[src/rtl/m_tile_renderer_pkg.sv]
// Shared constants for the maze renderer: geometry defaults, tile colours and FSM encoding.
// Game logic imports the same geometry so both sides agree on the maze size.
package m_tile_renderer_pkg;

    localparam int DEF_COLS    = 29;
    localparam int DEF_ROWS    = 16;
    localparam int DEF_TILE    = 5;
    localparam int DEF_RAM_LAT = 2;

    localparam logic [2:0] C_PLAYER = 3'b110;
    localparam logic [2:0] C_GHOST1 = 3'b100;
    localparam logic [2:0] C_GHOST2 = 3'b101;
    localparam logic [2:0] C_GHOST3 = 3'b011;
    localparam logic [2:0] C_WALL   = 3'b001;
    localparam logic [2:0] C_FOOD   = 3'b111;
    localparam logic [2:0] C_BLACK  = 3'b000;

    typedef enum logic [2:0] {
        S_IDLE = 3'd0,
        S_WAIT = 3'd1,
        S_DRAW = 3'd2,
        S_NEXT = 3'd3,
        S_DONE = 3'd4
    } state_t;

    typedef struct packed {
        logic player;
        logic ghost1;
        logic ghost2;
        logic ghost3;
    } match_t;

endpackage

[src/rtl/m_tile_renderer_if.sv]
// Bundle of everything the renderer exchanges with the sequencer, game logic, maze RAMs and VGA adapter.
interface m_tile_renderer_if;

    // enable/finished is a level handshake: the sequencer raises enable and holds it until
    // finished rises, then drops it, which returns the renderer to idle and clears finished.
    // Pixel writes have no back-pressure: the adapter takes every cycle with vga_plot high.
    logic       enable;
    logic       finished;
    logic [4:0] player_x;
    logic [3:0] player_y;
    logic [4:0] ghost1_x;
    logic [3:0] ghost1_y;
    logic [4:0] ghost2_x;
    logic [3:0] ghost2_y;
    logic [4:0] ghost3_x;
    logic [3:0] ghost3_y;
    logic [8:0] address_wall;
    logic       wall_q;
    logic [8:0] address_food;
    logic       food_q;
    logic [7:0] vga_x;
    logic [6:0] vga_y;
    logic [2:0] vga_colour;
    logic       vga_plot;

    modport master (
        output enable, player_x, player_y, ghost1_x, ghost1_y, ghost2_x, ghost2_y,
               ghost3_x, ghost3_y, wall_q, food_q,
        input  finished, address_wall, address_food, vga_x, vga_y, vga_colour, vga_plot
    );

    modport slave (
        input  enable, player_x, player_y, ghost1_x, ghost1_y, ghost2_x, ghost2_y,
               ghost3_x, ghost3_y, wall_q, food_q,
        output finished, address_wall, address_food, vga_x, vga_y, vga_colour, vga_plot
    );

endinterface

[src/rtl/m_tile_colour.sv]
// Priority resolver for one pixel: sprites over walls over food; food lights only the tile centre.
module m_tile_colour
    import m_tile_renderer_pkg::*;
#(
    parameter int TILE = DEF_TILE
) (
    input  logic       i_wall,
    input  logic       i_food,
    input  logic [2:0] i_px,
    input  logic [2:0] i_py,
    input  match_t     i_match,
    output logic [2:0] o_colour
);

    localparam logic [2:0] CENTRE = 3'(TILE / 2);

    always_comb begin
        o_colour = C_BLACK;
        if (i_match.player) begin
            o_colour = C_PLAYER;
        end else if (i_match.ghost1) begin
            o_colour = C_GHOST1;
        end else if (i_match.ghost2) begin
            o_colour = C_GHOST2;
        end else if (i_match.ghost3) begin
            o_colour = C_GHOST3;
        end else if (i_wall) begin
            o_colour = C_WALL;
        end else if (i_food && (i_px == CENTRE) && (i_py == CENTRE)) begin
            o_colour = C_FOOD;
        end
    end

endmodule

[src/rtl/m_tile_renderer.sv]
// Sweeps the maze tile by tile, reads wall/food bits and plots each tile's pixels to the VGA adapter.
// Sprite positions are snapshotted at start so the whole frame is drawn from one consistent game state.
module m_tile_renderer
    import m_tile_renderer_pkg::*;
#(
    parameter int COLS    = DEF_COLS,
    parameter int ROWS    = DEF_ROWS,
    parameter int TILE    = DEF_TILE,
    parameter int RAM_LAT = DEF_RAM_LAT
) (
    input  logic              clock,
    input  logic              resetn,
    m_tile_renderer_if.slave  bus,
    output state_t            o_state
);

    localparam int         N_TILES   = COLS * ROWS;
    localparam logic [8:0] LAST_TILE = 9'(N_TILES - 1);
    localparam logic [4:0] LAST_COL  = 5'(COLS - 1);
    localparam logic [2:0] LAST_PIX  = 3'(TILE - 1);
    localparam logic [1:0] LAST_WAIT = 2'(RAM_LAT - 1);
    localparam logic [7:0] STEP_X    = 8'(TILE);
    localparam logic [6:0] STEP_Y    = 7'(TILE);

    state_t     r_state;
    state_t     w_next;
    logic [8:0] r_tile;
    logic [4:0] r_col;
    logic [3:0] r_row;
    logic [7:0] r_base_x;
    logic [6:0] r_base_y;
    logic [2:0] r_px;
    logic [2:0] r_py;
    logic [1:0] r_wait;
    logic       r_wall;
    logic       r_food;
    logic       r_finished;
    logic [4:0] r_player_x;
    logic [3:0] r_player_y;
    logic [4:0] r_ghost1_x;
    logic [3:0] r_ghost1_y;
    logic [4:0] r_ghost2_x;
    logic [3:0] r_ghost2_y;
    logic [4:0] r_ghost3_x;
    logic [3:0] r_ghost3_y;

    logic       w_draw;
    logic       w_tile_end;
    match_t     w_match;
    logic [2:0] w_colour;

    assign w_draw     = (r_state == S_DRAW);
    assign w_tile_end = (r_px == LAST_PIX) && (r_py == LAST_PIX);

    always_ff @(posedge clock or negedge resetn) begin
        if (!resetn) begin
            r_state <= S_IDLE;
        end else begin
            r_state <= w_next;
        end
    end

    // DONE is left only once finished has been shown, so the sequencer always sees it.
    always_comb begin
        w_next = r_state;
        unique case (r_state)
            S_IDLE:  if (bus.enable) w_next = S_WAIT;
            S_WAIT:  if (r_wait == LAST_WAIT) w_next = S_DRAW;
            S_DRAW:  if (w_tile_end) w_next = S_NEXT;
            S_NEXT:  w_next = (r_tile == LAST_TILE) ? S_DONE : S_WAIT;
            S_DONE:  if (!bus.enable && r_finished) w_next = S_IDLE;
            default: w_next = S_IDLE;
        endcase
    end

    always_ff @(posedge clock or negedge resetn) begin
        if (!resetn) begin
            r_tile     <= '0;
            r_col      <= '0;
            r_row      <= '0;
            r_base_x   <= '0;
            r_base_y   <= '0;
            r_px       <= '0;
            r_py       <= '0;
            r_wait     <= '0;
            r_wall     <= 1'b0;
            r_food     <= 1'b0;
            r_finished <= 1'b0;
            r_player_x <= '0;
            r_player_y <= '0;
            r_ghost1_x <= '0;
            r_ghost1_y <= '0;
            r_ghost2_x <= '0;
            r_ghost2_y <= '0;
            r_ghost3_x <= '0;
            r_ghost3_y <= '0;
        end else begin
            r_finished <= (r_state == S_DONE) && (w_next == S_DONE);
            unique case (r_state)
                S_IDLE: begin
                    if (bus.enable) begin
                        r_player_x <= bus.player_x;
                        r_player_y <= bus.player_y;
                        r_ghost1_x <= bus.ghost1_x;
                        r_ghost1_y <= bus.ghost1_y;
                        r_ghost2_x <= bus.ghost2_x;
                        r_ghost2_y <= bus.ghost2_y;
                        r_ghost3_x <= bus.ghost3_x;
                        r_ghost3_y <= bus.ghost3_y;
                        r_tile     <= '0;
                        r_col      <= '0;
                        r_row      <= '0;
                        r_base_x   <= '0;
                        r_base_y   <= '0;
                        r_wait     <= '0;
                    end
                end
                S_WAIT: begin
                    if (r_wait == LAST_WAIT) begin
                        r_wait <= '0;
                        r_wall <= bus.wall_q;
                        r_food <= bus.food_q;
                        r_px   <= '0;
                        r_py   <= '0;
                    end else begin
                        r_wait <= r_wait + 2'd1;
                    end
                end
                S_DRAW: begin
                    if (r_px == LAST_PIX) begin
                        r_px <= '0;
                        r_py <= (r_py == LAST_PIX) ? 3'd0 : r_py + 3'd1;
                    end else begin
                        r_px <= r_px + 3'd1;
                    end
                end
                S_NEXT: begin
                    if (r_tile != LAST_TILE) begin
                        r_tile <= r_tile + 9'd1;
                        if (r_col == LAST_COL) begin
                            r_col    <= '0;
                            r_base_x <= '0;
                            r_row    <= r_row + 4'd1;
                            r_base_y <= r_base_y + STEP_Y;
                        end else begin
                            r_col    <= r_col + 5'd1;
                            r_base_x <= r_base_x + STEP_X;
                        end
                    end
                end
                default: ;
            endcase
        end
    end

    // Off-maze positions can never equal a live column/row, so they simply never match.
    always_comb begin
        w_match        = '0;
        w_match.player = (r_col == r_player_x) && (r_row == r_player_y);
        w_match.ghost1 = (r_col == r_ghost1_x) && (r_row == r_ghost1_y);
        w_match.ghost2 = (r_col == r_ghost2_x) && (r_row == r_ghost2_y);
        w_match.ghost3 = (r_col == r_ghost3_x) && (r_row == r_ghost3_y);
    end

    m_tile_colour #(
        .TILE (TILE)
    ) u_colour (
        .i_wall   (r_wall),
        .i_food   (r_food),
        .i_px     (r_px),
        .i_py     (r_py),
        .i_match  (w_match),
        .o_colour (w_colour)
    );

    assign bus.address_wall = r_tile;
    assign bus.address_food = r_tile;
    assign bus.finished     = r_finished;
    assign bus.vga_plot     = w_draw;
    assign bus.vga_x        = w_draw ? (r_base_x + {5'd0, r_px}) : 8'd0;
    assign bus.vga_y        = w_draw ? (r_base_y + {4'd0, r_py}) : 7'd0;
    assign bus.vga_colour   = w_draw ? w_colour : C_BLACK;
    assign o_state          = r_state;

endmodule
[src/flat_wrapper.sv]
// flat-port wrapper written by rule: the top's interface ports become plain ports
module m_tile_renderer_flat import m_tile_renderer_pkg::*;
#(
    parameter int COLS    = DEF_COLS,
    parameter int ROWS    = DEF_ROWS,
    parameter int TILE    = DEF_TILE,
    parameter int RAM_LAT = DEF_RAM_LAT
)
  (clock, resetn, o_state, bus_enable, bus_player_x, bus_player_y, bus_ghost1_x, bus_ghost1_y, bus_ghost2_x, bus_ghost2_y, bus_ghost3_x, bus_ghost3_y, bus_wall_q, bus_food_q, bus_finished, bus_address_wall, bus_address_food, bus_vga_x, bus_vga_y, bus_vga_colour, bus_vga_plot);
  m_tile_renderer_if bus_i ();
  input  logic clock;
  input  logic resetn;
  output state_t o_state;
  input wire logic [$bits(bus_i.enable)-1:0] bus_enable;
  input wire logic [$bits(bus_i.player_x)-1:0] bus_player_x;
  input wire logic [$bits(bus_i.player_y)-1:0] bus_player_y;
  input wire logic [$bits(bus_i.ghost1_x)-1:0] bus_ghost1_x;
  input wire logic [$bits(bus_i.ghost1_y)-1:0] bus_ghost1_y;
  input wire logic [$bits(bus_i.ghost2_x)-1:0] bus_ghost2_x;
  input wire logic [$bits(bus_i.ghost2_y)-1:0] bus_ghost2_y;
  input wire logic [$bits(bus_i.ghost3_x)-1:0] bus_ghost3_x;
  input wire logic [$bits(bus_i.ghost3_y)-1:0] bus_ghost3_y;
  input wire logic [$bits(bus_i.wall_q)-1:0] bus_wall_q;
  input wire logic [$bits(bus_i.food_q)-1:0] bus_food_q;
  output wire logic [$bits(bus_i.finished)-1:0] bus_finished;
  output wire logic [$bits(bus_i.address_wall)-1:0] bus_address_wall;
  output wire logic [$bits(bus_i.address_food)-1:0] bus_address_food;
  output wire logic [$bits(bus_i.vga_x)-1:0] bus_vga_x;
  output wire logic [$bits(bus_i.vga_y)-1:0] bus_vga_y;
  output wire logic [$bits(bus_i.vga_colour)-1:0] bus_vga_colour;
  output wire logic [$bits(bus_i.vga_plot)-1:0] bus_vga_plot;
  assign bus_i.enable = bus_enable;
  assign bus_i.player_x = bus_player_x;
  assign bus_i.player_y = bus_player_y;
  assign bus_i.ghost1_x = bus_ghost1_x;
  assign bus_i.ghost1_y = bus_ghost1_y;
  assign bus_i.ghost2_x = bus_ghost2_x;
  assign bus_i.ghost2_y = bus_ghost2_y;
  assign bus_i.ghost3_x = bus_ghost3_x;
  assign bus_i.ghost3_y = bus_ghost3_y;
  assign bus_i.wall_q = bus_wall_q;
  assign bus_i.food_q = bus_food_q;
  assign bus_finished = bus_i.finished;
  assign bus_address_wall = bus_i.address_wall;
  assign bus_address_food = bus_i.address_food;
  assign bus_vga_x = bus_i.vga_x;
  assign bus_vga_y = bus_i.vga_y;
  assign bus_vga_colour = bus_i.vga_colour;
  assign bus_vga_plot = bus_i.vga_plot;
  m_tile_renderer #(.COLS(COLS), .ROWS(ROWS), .TILE(TILE), .RAM_LAT(RAM_LAT)) u_core (.clock(clock), .resetn(resetn), .bus(bus_i), .o_state(o_state));
endmodule
[config.mk]
export PLATFORM = sky130hd
export DESIGN_NAME = m_tile_renderer_flat
export DESIGN_NICKNAME = d
export VERILOG_FILES = /design/src/rtl/m_tile_renderer_pkg.sv /design/src/rtl/m_tile_renderer_if.sv /design/src/rtl/m_tile_colour.sv /design/src/rtl/m_tile_renderer.sv /design/src/flat_wrapper.sv
export SDC_FILE = /design/constraint.sdc
export NUM_CORES = 1
export LEC_CHECK = 0
export ABC_CLOCK_PERIOD_IN_PS = 2500
export CORE_MARGIN = 4
export CORE_UTILIZATION = 45
export CTS_BUF_LIST = sky130_fd_sc_hd__clkbuf_4 sky130_fd_sc_hd__clkbuf_8
export CTS_CLUSTER_SIZE = 40
export DETAILED_ROUTE_END_ITERATION = 16
export GPL_ROUTABILITY_DRIVEN = 0
export PLACE_DENSITY_LB_ADDON = 0.08
export SLEW_MARGIN = 30
export SYNTH_ARGS = -nofsm -noshare
export SYNTH_HDL_FRONTEND = slang
export SYNTH_SLANG_ARGS = --single-unit
export TNS_END_PERCENT = 20
[constraint.sdc]
create_clock -name clock -period 2.5 [get_ports clock]
set_input_delay 0.375 -clock clock [delete_from_list [all_inputs] [get_ports clock]]
set_output_delay 0.375 -clock clock [all_outputs]
set_load 0.01 [all_outputs]
## Word level (Yosys, flattened, before mapping)

Cells that the tools add are included.

| cells by class | value |
|---|---|
| add/subtract/negate cells | 10 |
| equal/unequal tests | 26 |
| muxes and demuxes | 43 |
| reduce and logical (&&, ||, !) cells | 21 |

Operators with widths:

| operator | number |
|---|---|
| 3-bit two-way mux | 16 |
| 8-bit two-way mux | 4 |
| 7-bit two-way mux | 4 |
| 5-bit equality test | 4 |
| 9-bit two-way mux | 2 |
| 9-bit one-hot mux with 2 select lines | 1 |
| 4-bit equality test | 4 |
| 8-bit one-hot mux with 2 select lines | 1 |
| 5-bit two-way mux | 3 |
| 3-bit one-hot mux with 5 select lines | 1 |
| 7-bit one-hot mux with 2 select lines | 1 |
| 3-bit by 2-bit equality test with 1-bit output (second input constant) | 4 |
| 3-bit equality test (second input constant) | 4 |
| 4-bit two-way mux | 3 |
| 3-bit one-hot mux with 2 select lines | 2 |
| 5-bit one-hot mux with 2 select lines | 1 |
| 9-bit by 1-bit adder with 9-bit output (second input constant) | 1 |
| 9-bit equality test (second input constant) | 1 |
| 1-bit logical AND | 9 |
| 9-bit != test (second input constant) | 1 |
| 8-bit by 3-bit adder with 8-bit output | 1 |
| 8-bit by 3-bit adder with 8-bit output (second input constant) | 1 |
| 4-bit one-hot mux with 2 select lines | 1 |
| 2-bit AND reduction | 4 |
| 18 further kinds | 26 |

| storage, ports and cells | value |
|---|---|
| register bits | 83 |
| input bits | 41 |
| output and inout port bits | 41 |
| word-level logic and storage cells | 120 |

## Depth between registers and ports, before layout

Gate-level depths: netlist (run 1).

| depth | value |
|---|---|
| depth in word-level cells | 10 |
| mapped depth | 8 |
| mapped depth without buffers | 7 |

## Cells and area by module

From an unflattened synthesis (run 1), not the netlist that was laid out.

| second synthesis, totals | value |
|---|---|
| cells, all modules | 537 |
| area, all modules | 4829.6 um^2 |

Modules (own cells, without submodules):

| module | instances | cells each | area each (um^2) | seq. area each (um^2) |
|---|---|---|---|---|
| m_tile_renderer | 1 | 527 | 4732.0 | 2077.0 |
| m_tile_colour | 1 | 10 | 97.6 | 0.0 |

## Least setup slack after synthesis (run 1)

No wires, ideal clock.

| path | value |
|---|---|
| path type | reg-to-output |
| from | register u_core.r_base_x[0] |
| to | output bus_vga_x[6] |
| data arrival time | 1.590 ns |
| required time | 2.125 ns |
| setup slack | 0.535 ns |
| stages on the path, launching flop included | 8 |
| cell sequence | dfrtp_1 > ha_1 > fa_1 > a21o_1 > nand2_1 > nor2_1 > xnor2_1 > nor2_1 |

| between the ends | value |
|---|---|
| word-level cells in the longest chain between the ends | 2 |

Ends and longest elaborated chain:

| item | line | source |
|---|---|---|
| start, declared | m_tile_renderer.sv:30 | `logic [7:0] r_base_x;` |
| start signal, assigned | m_tile_renderer.sv:147 | `r_base_x <= r_base_x + STEP_X;` |
| 8-bit by 3-bit adder with 8-bit output | m_tile_renderer.sv:180 | `assign bus.vga_x = w_draw ? (r_base_x + {5'd0, r_px}) : 8'd0;` |
| 8-bit two-way mux | m_tile_renderer.sv:180 |  |
| end, declared | flat_wrapper.sv:28 | `output wire logic [$bits(bus_i.vga_x)-1:0] bus_vga_x;` |

No other way between the ends.

## Worst setup path after layout (run 1)

| path | value |
|---|---|
| from | register u_core.r_px[1] |
| to | output bus_vga_x[5] |

| between the ends | value |
|---|---|
| word-level cells in the longest chain between the ends | 2 |

Ends and longest elaborated chain:

| item | line | source |
|---|---|---|
| start, declared | m_tile_renderer.sv:32 | `logic [2:0] r_px;` |
| start signal, assigned | m_tile_renderer.sv:134 | `r_px <= r_px + 3'd1;` |
| 8-bit by 3-bit adder with 8-bit output | m_tile_renderer.sv:180 |  |
| 8-bit two-way mux | m_tile_renderer.sv:180 |  |

No other way between the ends.

==> impl_summary.txt, run 1 <==
----------------------------------------------------
[Outcome]
  Outcome ... completed

[Cells and area]
  Area growth from synthesis to final layout ... 26.9%
  Commonest non-fill, non-tap cells in the layout ... sky130_fd_sc_hd__nand2_1 (137), sky130_fd_sc_hd__dfrtp_1 (77), sky130_fd_sc_hd__clkdlybuf4s50_1 (64)
  Antenna diode count ... 0
  Non-filler cells in the finished layout ... 754
  Most common cell after layout, fill and taps aside ... sky130_fd_sc_hd__nand2_1
  Fraction of layout cells with a size suffix above 1 ... 15.2%
  Final net count ... 674

[Timing]
  Max transition margin ... 58.2%
  Post-route clock skew ... 11.5 ps
  Period utilization ... 96.6%
  # setup viols final ... 0
  Slew Viols, Final ... 0
  Slew of the pin with the lowest slew margin ... 626 ps
  Setup repair after global routing missed its margin ... yes
  Hold Violations, Final ... 0
  Top achievable clock speed ... 0.414 GHz
  Crit path time final ... 2420 ps

[Detailed routing]
  Number of optimization iterations in the first detailed-route pass ... 4
  Final routed wirelength across all metal layers ... 11500 µm
  Average wire per cell in the routed design ... 15.2 µm
  Final antenna-violating net count ... 0
  Vias per cell ... 5.11
  Number of DRC violations after detailed routing ... 0
  Number of DRC markers after the initial detailed-route iteration ... 184
  Total via count after detailed routing ... 3856

[Clock tree]
  CTS H-tree depth ... 3
  Number of CTS-inserted buffers ... 9
  Hold-fix buffer count after cts ... 0
  Sink count of the clock tree ... 83
  Source-to-sink clock delay at the later pin of the worst-skew pair ... 370 ps
  Clock edge transition at the registers on the reported setup and hold paths ... 80 ps
  Maximum root-to-sink buffer count ... 2
  Clock root cell ... sky130_fd_sc_hd__clkbuf_8
  CTS tree ... built

[Yosys]
  Per-instance average area after synthesis ... 9.00 µm²
  Leading register cell type out of synthesis ... sky130_fd_sc_hd__dfrtp_1
  Register area share after synthesis ... 44.0%
  Nets in the synthesized netlist ... 585
  Post-synthesis cell area ... 0.00472 mm²
  YS warnings ... 0
  Proportion of register bits with asynchronous set or reset after synthesis ... 100%
  Register bit total from synthesis ... 83
  Number of flops mapped to enable cells by yosys ... 0
  Number of distinct library cells after synthesis ... 52
  Synthesized instance count ... 524

[Floorplanning]
  Full die area ... 0.0122 mm²
  Placeable core region ... 0.0103 mm²
  Initial cell density of the core ... 45.9%
  Die X ... 110 µm
  Row count ... 37
  Die outline height ... 110 µm
  Number of top-level pins ... 82

[Setup path]
  Largest delay share family, worst path ... flip-flops
  Slowest CP cell ... sky130_fd_sc_hd__dfrtp_2
  Depth of the most critical reg-to-reg path ... 9
  Capturing point of the worst reg2reg path ... u_core.r_base_y[2]$_DFFE_PN0P_
  Crit start category ... flip-flop
  Reg-to-reg startpoint ... u_core.r_col[0]$_DFFE_PN0P_
  Register-to-Register Setup Slack ... 150 ps
  Critical path arrival ... 2040 ps
  Required time at the endpoint of the critical path ... 2120 ps
  Max stage delay on crit path ... 460 ps
  Category of the worst setup path capture point ... output port
  List of cells traversed by the critical path ... ha_1 > a21o_1 > a21oi_2 > or3_1 > a21oi_1 > dlygate4sd2_1
  Total buffers and inverters traversed by the critical path ... 1
  Crit-path max FO ... 5
  Kind of critical path ... flip-flop to output port

[Global routing]
  Met1 track demand over resource in global routing ... 26.4%
  Gr ovfl total ... 0
  Met2 usage ... 32.9%
  All-layer global routing usage ... 20.2%
  Wire length of the first global-routing pass ... 18800 µm
  Vias in the first global route ... 3845
  Pin count of the biggest net entering global routing ... 47
  Met3 GRT Util ... 2.45%
  Layer carrying the most global-route usage ... met2
  Number of antenna violations at the first check in global routing ... 0

[Pwr]
  Power consumption ... 5.08 mW
  Peak supply drop ... 0.000487 V
  PD cells ... 848 mW/mm²
  Reported leakage power ... 2.87 nW

[Place]
  Post-detailed-placement half-perimeter wirelength ... 8550 µm
  I/O Buffers ... 81
  Inst Count DP ... 733

[Run]
  Max-cap violations ... 0

[Hold path]
  Tightest Hold Check Type ... input pin to async pin

----------------------------------------------------
-- worst max path at each step --
stage                              end  slack (ps)                           start  depth (start not counted)
after detailed placement  bus_vga_x[6]          30      u_core.r_px[0]$_DFFE_PN0P_                          8
after global routing      bus_vga_x[5]         -30      u_core.r_px[1]$_DFFE_PN0P_                          6
final                     bus_vga_x[5]          80      u_core.r_px[1]$_DFFE_PN0P_                          6
after CTS                 bus_vga_x[6]         -20      u_core.r_px[0]$_DFFE_PN0P_                          8
after global placement    bus_vga_x[6]          50      u_core.r_px[0]$_DFFE_PN0P_                          8
after floorplan           bus_vga_x[6]         540  u_core.r_base_x[0]$_DFFE_PN0P_                          7
-- per-layer routing --
layer | part of all wire, % | routed length, µm
met1 | 44 | 5030
met2 | 49 | 5600
met3 | 4.3 | 489
met4 | 3.2 | 369
met5 | 0 | 0
-- report_power, final --
group | switching (mW) | internal [mW]
registers | 0.350 | 1.73
logic | 1.06 | 0.866
clock network | 0.492 | 0.582
-- synth_stat cells (8+ instances only) --
cell / n / share of area (%)
sky130_fd_sc_hd__xnor2_1: 21 / 3.9
sky130_fd_sc_hd__dfrtp_1: 83 / 44
sky130_fd_sc_hd__nor2_1: 36 / 2.9
sky130_fd_sc_hd__nand3_1: 8 / 0.85
sky130_fd_sc_hd__nand2_1: 138 / 11
sky130_fd_sc_hd__buf_2: 17 / 1.8
sky130_fd_sc_hd__o21ai_0: 25 / 2.7
sky130_fd_sc_hd__ha_1: 18 / 4.8
sky130_fd_sc_hd__nand4_1: 8 / 1.1
sky130_fd_sc_hd__xor2_1: 39 / 7.2
sky130_fd_sc_hd__buf_4: 13 / 2.1
sky130_fd_sc_hd__a21oi_1: 26 / 2.8
-- flip-flops by register name, summed over array words and instances, names as in the netlist, 2 cells and up --
register and count:
u_core.bus.address_food 9, u_core.r_base_x 8, u_core.r_base_y 7, u_core.r_col 5, u_core.r_ghost1_x 5, u_core.r_ghost2_x 5
u_core.r_ghost3_x 5, u_core.r_player_x 5, u_core.r_ghost1_y 4, u_core.r_ghost2_y 4, u_core.r_ghost3_y 4, u_core.r_player_y 4
u_core.r_row 4, u_core.o_state 3, u_core.r_px 3, u_core.r_py 3, u_core.r_wait 2
-- final cells by class --
class	count	area (µm²)
fill	936	4290
multi-input combinational	394	2440
sequential	83	2080
timing repair buffer	116	1030
tap	136	170
clock buffer	11	139
clock inverter	5	77.6
inverter	9	38.8
-- through the flow --
step           hold WS, ps  setup WS [ps]  area (µm²)  setup TNS [ps]  utilization, %
2_1_floorplan         79.4            535        4720               0               -
3_3_place_gp           433           53.4        5720               0            55.7
3_5_place_dp           445           25.1        5720               0            55.7
4_1_cts               39.6          -16.4        5980           -28.3            58.2
5_1_grt               64.2          -25.9        5990           -25.9            58.3
6_report              24.2           84.4        5990               0            58.3
-- cell families (layout without fill, tap and decap cells) --
logic type | after synthesis | in the layout | share of synthesized area [%]
mux | 4 | 4 | 0.902
fa+ha+maj | 20 | 20 | 5.62
flops | 83 | 83 | 44.0
buf+inv | 47 | 141 | 5.28
simple gates | 233 | 233 | 22.5
compound gates | 77 | 77 | 10.5
xor+xnor | 60 | 60 | 11.1
-- worst reg2reg max path, cell delays in order, from the launching register on --
cell and delay (ps):
sky130_fd_sc_hd__dfrtp_1 400, sky130_fd_sc_hd__buf_4 160, sky130_fd_sc_hd__buf_4 140, sky130_fd_sc_hd__inv_1 50, sky130_fd_sc_hd__ha_1 180, sky130_fd_sc_hd__nand4_2 240, sky130_fd_sc_hd__a311oi_4 600, sky130_fd_sc_hd__nor2_1 200
sky130_fd_sc_hd__o21ai_0 200, sky130_fd_sc_hd__o31ai_1 90
-- what timing repair did --
action	CTS	global route
pin swaps	5	4
setup buffers	4	1
setup endpoints to repair	16	11
resized for setup	39	19
(Power assumes the default switching activity.)
==> run 2, diff against run 1 <==
Settings changed: CORE_UTILIZATION 45 to 55.
==> run 2 against run 1 <==
Effect of this change: wire length shrank 2.2%; clock power decreased by 7%; critical endpoint is now bus_vga_y[5]; final area is 0.44% lower; flip-flop and latch count stayed put; critical path type unchanged; core utilization up 14 points; combinational power is essentially flat.
==> impl_summary.txt, run 2 (same netlist as run 1, synthesis figures left out) <==
----------------------------------------------------
[Detailed routing]
  Final antenna-violating net count ... 0 (unchanged)
  Vias per cell ... 5.40 (+5.7%)
  Number of DRC markers after the initial detailed-route iteration ... 168 (-8.7%)
  Number of optimization iterations in the first detailed-route pass ... 5 (+1)
  Average wire per cell in the routed design ... 15.5 µm (+1.8%)
  Final routed wirelength across all metal layers ... 11200 µm (-2.2%)
  Number of DRC violations after detailed routing ... 0 (unchanged)
  Total via count after detailed routing ... 3913 (+1.5%)

[Clock tree]
  Sink count of the clock tree ... 83 (unchanged)
  Clock edge transition at the registers on the reported setup and hold paths ... 90 ps (about the same)
  Maximum root-to-sink buffer count ... 2 (unchanged)
  CTS H-tree depth ... 3 (unchanged)
  Number of CTS-inserted buffers ... 9 (unchanged)
  Clock root cell ... sky130_fd_sc_hd__clkbuf_8
  CTS tree ... built
  Source-to-sink clock delay at the later pin of the worst-skew pair ... 360 ps (about the same)

[Hold path]
  Hold-critical path endpoint ... u_core.bus.finished$_DFF_PN0_
  Startpoint of the most critical hold path ... u_core.bus.finished$_DFF_PN0_
  Cell depth of the worst hold path ... 1
  Tightest Hold Check Type ... flip-flop to flip-flop

[Setup path]
  Category of the worst setup path capture point ... output port
  Capturing point of the worst reg2reg path ... u_core.r_base_y[2]$_DFFE_PN0P_
  Depth of the most critical reg-to-reg path ... 8 (-1)
  Kind of critical path ... flip-flop to output port
  Crit start category ... flip-flop
  Critical path arrival ... 2080 ps (+40 ps)
  Required time at the endpoint of the critical path ... 2120 ps (about the same)
  Startpoint of the most critical setup path ... u_core.r_py[1]$_DFFE_PN0P_
  Reg-to-reg startpoint ... u_core.r_col[1]$_DFFE_PN0P_
  Register-to-Register Setup Slack ... 260 ps (+110 ps)
  Crit-path max FO ... 6 (+1)

[Pwr]
  Power consumption ... 4.97 mW (-2.2%)
  PD cells ... 833 mW/mm² (-1.8%)
  Reported leakage power ... 2.91 nW (+1.4%)
  Peak supply drop ... 0.000561 V (+15%)

[Global routing]
  Vias in the first global route ... 3838 (-0.18%)
  Number of antenna violations at the first check in global routing ... 0 (unchanged)
  Gr ovfl total ... 0 (unchanged)
  Wire length of the first global-routing pass ... 18500 µm (-1.3%)
  Pin count of the biggest net entering global routing ... 49 (+4.3%)
  All-layer global routing usage ... 23.0% (+2.9 points)

[Timing]
  Hold Violations, Final ... 0 (unchanged)
  Slew of the pin with the lowest slew margin ... 535 ps (-91.5 ps)
  Crit path time final ... 2460 ps (+40.9 ps)
  Period utilization ... 98.3% (+1.6 points)
  Setup repair after global routing missed its margin ... yes
  # setup viols final ... 0 (unchanged)
  Max transition margin ... 64.0% (+5.7 points)
  Post-route clock skew ... 12.0 ps (+0.495 ps)
  Top achievable clock speed ... 0.407 GHz (-1.7%)
  Setup slack of the critical path after layout ... 43.6 ps (-40.9 ps)
  Slew Viols, Final ... 0 (unchanged)

[Floorplanning]
  Number of top-level pins ... 82 (unchanged)
  Row count ... 33 (-11%)
  Die X ... 101 µm (-8.9%)
  Initial cell density of the core ... 56.9% (+11 points)
  Placeable core region ... 0.00830 mm² (-19%)
  Full die area ... 0.0101 mm² (-17%)
  Die outline height ... 101 µm (-8.9%)

[Cells and area]
  Area growth from synthesis to final layout ... 26.4%
  Commonest non-fill, non-tap cells in the layout ... sky130_fd_sc_hd__nand2_1 (137), sky130_fd_sc_hd__dfrtp_1 (76), sky130_fd_sc_hd__clkdlybuf4s50_1 (63)
  Flip-flop count of the largest register, all copies and words added ... 9 (unchanged)
  Final net count ... 675 (+0.15%)
  Most common cell after layout, fill and taps aside ... sky130_fd_sc_hd__nand2_1
  Fraction of layout cells with a size suffix above 1 ... 15.3% (+0.14 points)
  Antenna diode count ... 0 (unchanged)

[Place]
  Post-detailed-placement half-perimeter wirelength ... 8330 µm (-2.7%)
  I/O Buffers ... 81 (unchanged)
  Placement-stage worst setup slack ... 6.06 ps (-19.0 ps)

[Outcome]
  Outcome ... completed

[Run]
  Max-cap violations ... 0 (unchanged)

----------------------------------------------------
[run 2: critical path: stages, from the launching register on]
cell and delay [ps]:
sky130_fd_sc_hd__dfrtp_2 470, sky130_fd_sc_hd__ha_1 300, sky130_fd_sc_hd__a21o_1 130, sky130_fd_sc_hd__a21oi_2 80
sky130_fd_sc_hd__or3_1 370, sky130_fd_sc_hd__a21oi_2 150, sky130_fd_sc_hd__clkdlybuf4s15_2 230
[run 2: cell type report]
type / instances / area (µm²)
inverters: 9 / 36.3
clock buffers: 10 / 138
flip-flops and latches: 83 / 2090
well taps: 105 / 131
fillers: 648 / 2340
repair buffers: 117 / 1060
multi-input cells: 394 / 2450
clock inverters: 6 / 65.1
[run 2: stage by stage]
stage                     hold slack, ps  TNS (ps)  utilization (%)  instances  cell area, µm²
after floorplan                     79.4         0                -        524            4720
after global routing                 513     -69.2             71.9        724            5960
after detailed placement             361         0             68.5        702            5680
final                                494         0             71.9        724            5960
after global placement               367         0             68.5        702            5680
after CTS                            489         0             71.8        723            5960
[run 2: repair_timing]
| action | in CTS | in global routing |
|---|---|---|
| pin swaps | 3 | 8 |
| endpoints found under the hold margin | 34 | 0 |
| buffers inserted | 4 | 1 |
| hold buffers | 1 | 0 |
| setup endpoints to repair | 16 | 13 |
| resized for setup | 39 | 20 |
[run 2: report_power, final]
group	total, mW	internal [mW]	switching [mW]
Combinational	1.91	0.870	1.04
Clock	0.993	0.489	0.504
Sequential	2.07	1.73	0.338
Total	4.97	3.09	1.88
[run 2: worst max path at each step]
stage                                   end
after CTS                 bus_vga_colour[2]
final                          bus_vga_y[5]
after floorplan                bus_vga_x[6]
after detailed placement       bus_vga_x[6]
after global routing           bus_vga_y[5]
after global placement    bus_vga_colour[2]
[run 2: per-layer routing]
layer	wire length, µm	track usage [%]	vias up
met3	490	3.46	19
met2	5600	38.8	106
li1	-	-	1911
met4	207	9.22	0
met1	4940	29.8	1877
met5	0	0	-
